File: src/rtl/pair_triple_monitor_pkg.sv
// Shared types and helpers for the pair/triple monitor: FSM state encoding and
// a width-aware saturating increment.
package pair_triple_monitor_pkg;

  typedef logic [1:0] state_t;

  localparam state_t StIdle  = 2'd0;
  localparam state_t StRun   = 2'd1;
  localparam state_t StAlarm = 2'd2;

  // Increment v, holding at the all-ones value of a w-bit counter (w <= 31).
  function automatic logic [31:0] sat_inc(input logic [31:0] v, input int unsigned w);
    logic [31:0] max_val;
    max_val = (32'd1 << w) - 32'd1;
    return (v >= max_val) ? max_val : v + 32'd1;
  endfunction

endpackage

File: src/rtl/pair_triple_monitor_det.sv
// Gate-level 2-of-3 majority detector; the AND/OR form keeps the usual
// x-propagation (known when two inputs already decide the result).
module pair_triple_monitor_det (
  input  logic in0,
  input  logic in1,
  input  logic in2,
  output logic det
);

  assign det = (in0 & in1) | (in0 & in2) | (in1 & in2);

endmodule

File: src/rtl/pair_triple_monitor.sv
// Counts consecutive and total majority detections and raises a registered
// alarm once the consecutive run reaches RUN_LEN.
module pair_triple_monitor
  import pair_triple_monitor_pkg::*;
#(
  parameter int unsigned RUN_LEN = 3,
  parameter int unsigned CNT_W   = 8
) (
  input  logic             clk,
  input  logic             rst,
  input  logic             en,
  input  logic             clear,
  input  logic             in0,
  input  logic             in1,
  input  logic             in2,
  output logic             det,
  output logic [CNT_W-1:0] run_count,
  output logic [CNT_W-1:0] total_count,
  output logic             alarm,
  output logic             alarm_rise
);

  logic [CNT_W-1:0] run_q, run_d;
  logic [CNT_W-1:0] total_q, total_d;
  state_t           state_q, state_d;
  logic             alarm_q, alarm_d;
  logic             rise_q, rise_d;

  pair_triple_monitor_det u_det (
    .in0 (in0),
    .in1 (in1),
    .in2 (in2),
    .det (det)
  );

  always_comb begin
    run_d   = run_q;
    total_d = total_q;
    state_d = state_q;
    alarm_d = alarm_q;
    rise_d  = rise_q;
    if (clear) begin
      run_d   = '0;
      total_d = '0;
      state_d = StIdle;
      alarm_d = 1'b0;
      rise_d  = 1'b0;
    end else if (en) begin
      if (det) begin
        run_d   = CNT_W'(sat_inc(32'(run_q), CNT_W));
        total_d = CNT_W'(sat_inc(32'(total_q), CNT_W));
      end else begin
        run_d = '0;
      end
      // State follows the next run count, so it never steps back from ALARM to RUN.
      if (run_d == '0) begin
        state_d = StIdle;
      end else if (32'(run_d) < RUN_LEN) begin
        state_d = StRun;
      end else begin
        state_d = StAlarm;
      end
      alarm_d = (state_d == StAlarm);
      rise_d  = (state_d == StAlarm) && (state_q != StAlarm);
    end else begin
      rise_d = 1'b0;
    end
  end

  always_ff @(posedge clk) begin
    if (rst) begin
      run_q   <= '0;
      total_q <= '0;
      state_q <= StIdle;
      alarm_q <= 1'b0;
      rise_q  <= 1'b0;
    end else begin
      run_q   <= run_d;
      total_q <= total_d;
      state_q <= state_d;
      alarm_q <= alarm_d;
      rise_q  <= rise_d;
    end
  end

  assign run_count   = run_q;
  assign total_count = total_q;
  assign alarm       = alarm_q;
  assign alarm_rise  = rise_q;

endmodule
File: config.mk
export PLATFORM = sky130hd
export DESIGN_NAME = pair_triple_monitor
export DESIGN_NICKNAME = d
export VERILOG_FILES = /design/src/rtl/pair_triple_monitor_pkg.sv /design/src/rtl/pair_triple_monitor_det.sv /design/src/rtl/pair_triple_monitor.sv
export SDC_FILE = /design/constraint.sdc
export NUM_CORES = 1
export LEC_CHECK = 0
export ABC_AREA = 1
export ABC_CLOCK_PERIOD_IN_PS = 5000
export CORE_UTILIZATION = 52
export CTS_CLUSTER_SIZE = 25
export DETAILED_ROUTE_END_ITERATION = 8
export PLACE_DENSITY = 0.83
export SLEW_MARGIN = 30
export SYNTH_ARGS = -nofsm -noshare
export SYNTH_HDL_FRONTEND = slang
export SYNTH_HIERARCHICAL = 1
export SYNTH_SLANG_ARGS = --single-unit
File: constraint.sdc
create_clock -name clk -period 5 [get_ports clk]
set_clock_uncertainty 0.2 [all_clocks]
set_input_delay 1 -clock clk [delete_from_list [all_inputs] [get_ports clk]]
set_output_delay 1 -clock clk [all_outputs]
set_load 0.03 [all_outputs]
# Word-level counts from Yosys, hierarchy flattened
# Index checks and enable logic that the tools add are counted.
[word_totals]
word_cells = 32
output_inout_bits = 19
reg_bits = 20
inputBits = 7
[classes]
addsub = 2
n_lt_le_gt_ge = 3
n_reduce_logical = 5
mux = 9
bitwise_logic = 6
eq_ne = 2
[op_table]
columns = ["cell", "count"]
rows = [
  ["$mux W8", 5],
  ["$add A8 B1 Y8 const B", 2],
  ["$ge A8 B8 Y1 const B", 2],
  ["$logic_not A8 Y1", 1],
  ["$lt A8 B2 Y1 const B", 1],
  ["$mux W2", 4],
  ["$and A1 B1 Y1", 3],
  ["$reduce_or A3 Y1", 1],
  ["$eq A2 B2 Y1 const B", 1],
  ["$ne A2 B2 Y1 const B", 1],
  ["$or A1 B1 Y1", 2],
  ["$reduce_and A2 Y1", 1],
  ["$reduce_or A2 Y1", 1],
  ["$logic_and A1 B1 Y1", 1],
  ["$not A1 Y1", 1],
]

# Logic depth before layout (Yosys ltp)
[logic_depth]
depth_word = 13
mapped_depth = 12
depth_no_buf = 12

# Modules after synthesis
# The synthesis kept the hierarchy.
[modules_own_cells]
columns = ["module", "n_inst", "area_per_inst_um2", "cells_each", "seq_area_each_um2"]
rows = [
  ["pair_triple_monitor", 1, 1078.5, 154, 380.4],
  ["pair_triple_monitor_det", 1, 21.3, 4, 0.0],
]

# Worst setup path before layout
# Ideal clock, no wire load.
[synth_timing]
kind = "input to output"
startpoint = "in in0"
endpoint = "out det"
arrival_time_ps = 1247
stages = 2
path_buffers = 0
setup_slack_ps = 2553
required_time_ps = 3800
path_cell_list = "nand2_1 > nand3_2"
[synth_via]
elab_chain_len = 3
word_cells_on_any_way = 4
[synth_rtl]
columns = ["element", "line_no", "rtl"]
rows = [
  ["start, declared", "pair_triple_monitor.sv:13", "input logic in0,"],
  ["$and A1 B1 Y1", "pair_triple_monitor_det.sv:10", "assign det = (in0 & in1) | (in0 & in2) | (in1 & in2);"],
  ["$or A1 B1 Y1 * (2 in a row)", "pair_triple_monitor_det.sv:10", ""],
  ["end, declared", "pair_triple_monitor.sv:16", "output logic det,"],
]
# Mark *: on every way between the ends. The rest lies on a longest branch, timed or not.

# Worst setup path in the final report
[layout_timing]
startpoint = "in in2"
endpoint = "out det"
[layout_via]
elab_chain_len = 3
word_cells_on_any_way = 4
[layout_rtl]
columns = ["element", "line_no", "rtl"]
rows = [
  ["start, declared", "pair_triple_monitor.sv:15", "input logic in2,"],
  ["$and A1 B1 Y1", "pair_triple_monitor_det.sv:10", ""],
  ["$or A1 B1 Y1", "pair_triple_monitor_det.sv:10", ""],
  ["$or A1 B1 Y1 *", "pair_triple_monitor_det.sv:10", ""],
]
# Marks and branches as above.

==> flow_metrics.tcl <==
set metrics [dict create \
    outcome "completed" \
    clockRootBuffer "sky130_fd_sc_hd__clkbuf_4" \
    drt_pre_antenna_iters 4 \
    clkTransAtPathRegs_ps 110 \
    grt_max_degree 15 \
    cts_setup_buffers 0 \
    post-synth-top-area-fraction_pct 34.6 \
    timing.critical_path.slowest_cell_delay_ps 720 \
    synth-edff-count 0 \
    gp_congestion 0.901 \
    min_path_type "flop to flop" \
    synth-seq-area-share_pct 34.6 \
    fp.dieW_microns 48.0 \
    groute.layer.met2.usage_pct 34.1 \
    grtUsageTotal_pct 22.9 \
    ctsResizeCount 0 \
    starting_density_of_the_core_pct 55.5 \
    worstPathCellList "clkdlybuf4s50_1 > nand2_1 > nand3_2 > clkdlybuf4s50_1" \
    dr_total_vias 1095 \
    most_used_cell_along_the_critical_path "sky130_fd_sc_hd__clkdlybuf4s50_1" \
    timing.setup.critical_path_class "primary input to primary output" \
    gr-usage-met1_pct 31.8 \
    synth_common_cells "34 x sky130_fd_sc_hd__nand2_1, 22 x sky130_fd_sc_hd__inv_1, 19 x sky130_fd_sc_hd__dfxtp_1" \
    yosysMostFrequentCell "sky130_fd_sc_hd__nand2_1" \
    remaining_drc_errors 0 \
    netlist_instances 158 \
    die_area_sq_um 2300 \
    finish_stage_setup_viols 0 \
    tritoncts_clock_tree "yes" \
    ys_ff_latch 19 \
    timing.critical_path.arrival_ps 2500 \
    regToRegSetupSlack_ps 3040 \
    launching_element_type_of_the_critical_path "primary input" \
    fin_cells 211 \
    finalSetupTns_ps 0 \
    worstMarginPinSlew_ps 732 \
    busiest_layer "met2" \
    synth_area_leaders "sky130_fd_sc_hd__dfxtp_1 35%, sky130_fd_sc_hd__nand2_1 12%, sky130_fd_sc_hd__inv_1 7.5%, sky130_fd_sc_hd__a21oi_1 5.5%, sky130_fd_sc_hd__nand3_1 5.0%" \
    synthesis.area_sq_um 1100 \
    timing.max_cap.violations 0 \
    clock_sinks 19 \
    worst_path_max_delay_cell "sky130_fd_sc_hd__clkdlybuf4s50_1" \
    min_period_ps 3700 \
    final_layout_net_count 194 \
    finalHoldViolations 0 \
    tritoncts.num_buffers 3 \
    grt_util_met3_pct 3.77 \
    dominantRegCellSynth "sky130_fd_sc_hd__dfxtp_1" \
    drv_slew 0 \
    worst_setup_path_end_kind "primary output" \
    grt_pass1_vias 860 \
    wl_per_cell_microns 11.2 \
    place_hpwl_microns 1900 \
    io_pins 26 \
    post_cts_hold_buffer_count 0 \
    postSynthAreaPerCell_sq_um 6.96 \
    layout_cell_share_with_drive_strength_beyond_1_pct 10.9 \
    worstPathBufferInverterCount 2 \
    cp_data_required_time_ps 3800 \
    final.period_utilization_pct 74.0 \
    area_growth_syn_to_layout_pct 27.1 \
    async_reset_ff_share_pct 0 \
    yosys.area.top_type "sky130_fd_sc_hd__dfxtp_1" \
    drt_first_iter_violations 25 \
    globalRoute.totalOverflow 0 \
    total_leakage_power_uw 0.000592 \
    cts_buffer_depth 2 \
    ant_nets 0 \
    ir_worst_vdd_mv 0.170 \
    core_area_sq_um 1980 \
    mappedNetlistNets 167 \
    rsz_0062_raised_after_global_routing "false" \
    synth.lib_cells_used.distinct 28 \
    grt_pass1_wl_microns 3620 \
    routed_wirelength_microns 2370 \
    fmax_mhz 270 \
    warning_count_from_the_yosys_run 6 \
    critPathMaxFanout 12 \
    antenna_found_initial 0 \
    timing.critical_path.max_delay_family "buffers and inverters" \
    insertedDiodeCount 0 \
    placed_cells 207 \
    placement_rows 16 \
    max_slew_margin_pct 51.0 \
    worstSkewPairLatency_ps 300 \
    place.port_buffers 25 \
    detail_route.vias_per_cell 5.19 \
    powerDensity_nw_per_um2 204 \
    cts_htree_levels 1 \
    die_height_microns 48.0 \
]
==> routing by layer <==
metal  vias to the layer above  wire [microns]
met5                         -               0
met4                         0              47
met3                         6             121
met2                        35            1100
met1                       484            1100
li1                        570               -
==> flip-flops by register name (all words and copies together), names as in the netlist <==
register     cells
run_count        8
alarm_rise       1
state_q          2
total_count      8
==> cells by family after synthesis <==
kind of cell             after synthesis  synth area share (%)
AO/OA/AOI/OAI                         31                  17.1
XOR/XNOR                               6                  4.78
adder cells (fa/ha/maj)                2                  2.27
buffers and inverters                 25                  8.76
flip-flops                            19                  34.6
AND/OR/NAND/NOR                       75                  32.5
==> cell type report <==
class                   instances  area (sq um)
multi-input cells             114           623
fillers                       172           584
flip-flops and latches         19           380
repair buffers                 25           250
inverters                      22          82.6
well taps                      27          33.8
clock buffers                   3          22.5
clock inverters                 1          5.00
==> worst min-delay path: stages, from the launching register on <==
cell	delay (ps)
sky130_fd_sc_hd__dfxtp_1	350
sky130_fd_sc_hd__nand2_1	90
sky130_fd_sc_hd__a21oi_2	60
==> through the flow <==
step | area (sq um) | total power (uW) | hold slack [ps] | util, % | worst slack [ps]
final | 1400 | 285 | 326 | 70.5 | 1300
after global placement | 1370 | 207 | 291 | 69.1 | 1320
after floorplan | 1100 | 192 | 290 | - | 2550
after CTS | 1400 | 289 | 329 | 70.5 | 1300
after global routing | 1400 | 300 | 347 | 70.5 | 1240
after detailed placement | 1370 | 209 | 305 | 69.1 | 1300
==> cell usage in the layout, fill, tap and decap left out, types with 2 or more instances in the layout <==
cell type                         instances
sky130_fd_sc_hd__nand3_1                 11
sky130_fd_sc_hd__nand2_1                 34
sky130_fd_sc_hd__inv_1                   22
sky130_fd_sc_hd__nor2_2                   3
sky130_fd_sc_hd__nand2_2                  5
sky130_fd_sc_hd__nor2_1                  13
sky130_fd_sc_hd__nand4_1                  2
sky130_fd_sc_hd__xnor2_1                  3
sky130_fd_sc_hd__clkdlybuf4s50_1         25
sky130_fd_sc_hd__nand3_2                  3
sky130_fd_sc_hd__ha_1                     2
sky130_fd_sc_hd__o21ai_1                  2
sky130_fd_sc_hd__clkbuf_4                 3
sky130_fd_sc_hd__o21ai_0                  9
sky130_fd_sc_hd__a21oi_1                 12
sky130_fd_sc_hd__a211oi_1                 3
sky130_fd_sc_hd__dfxtp_1                 19
sky130_fd_sc_hd__xor2_1                   3
==> power by group <==
group	internal, uW	switching (uW)
Combinational	18.6	28.3
Sequential	155	4.08
Clock	29.8	49.6
Total	203	82.0
==> path summary, 6_finish.rpt <==
check	from	to	depth (start not counted)
worst min register to register	state_q[1]	state_q[1]	2
worst max-delay path	in2	det	4
worst min-delay path	state_q[1]	state_q[1]	2
worst max register to register	run_count[0]	state_q[0]	12
(Power assumes the default switching activity.)
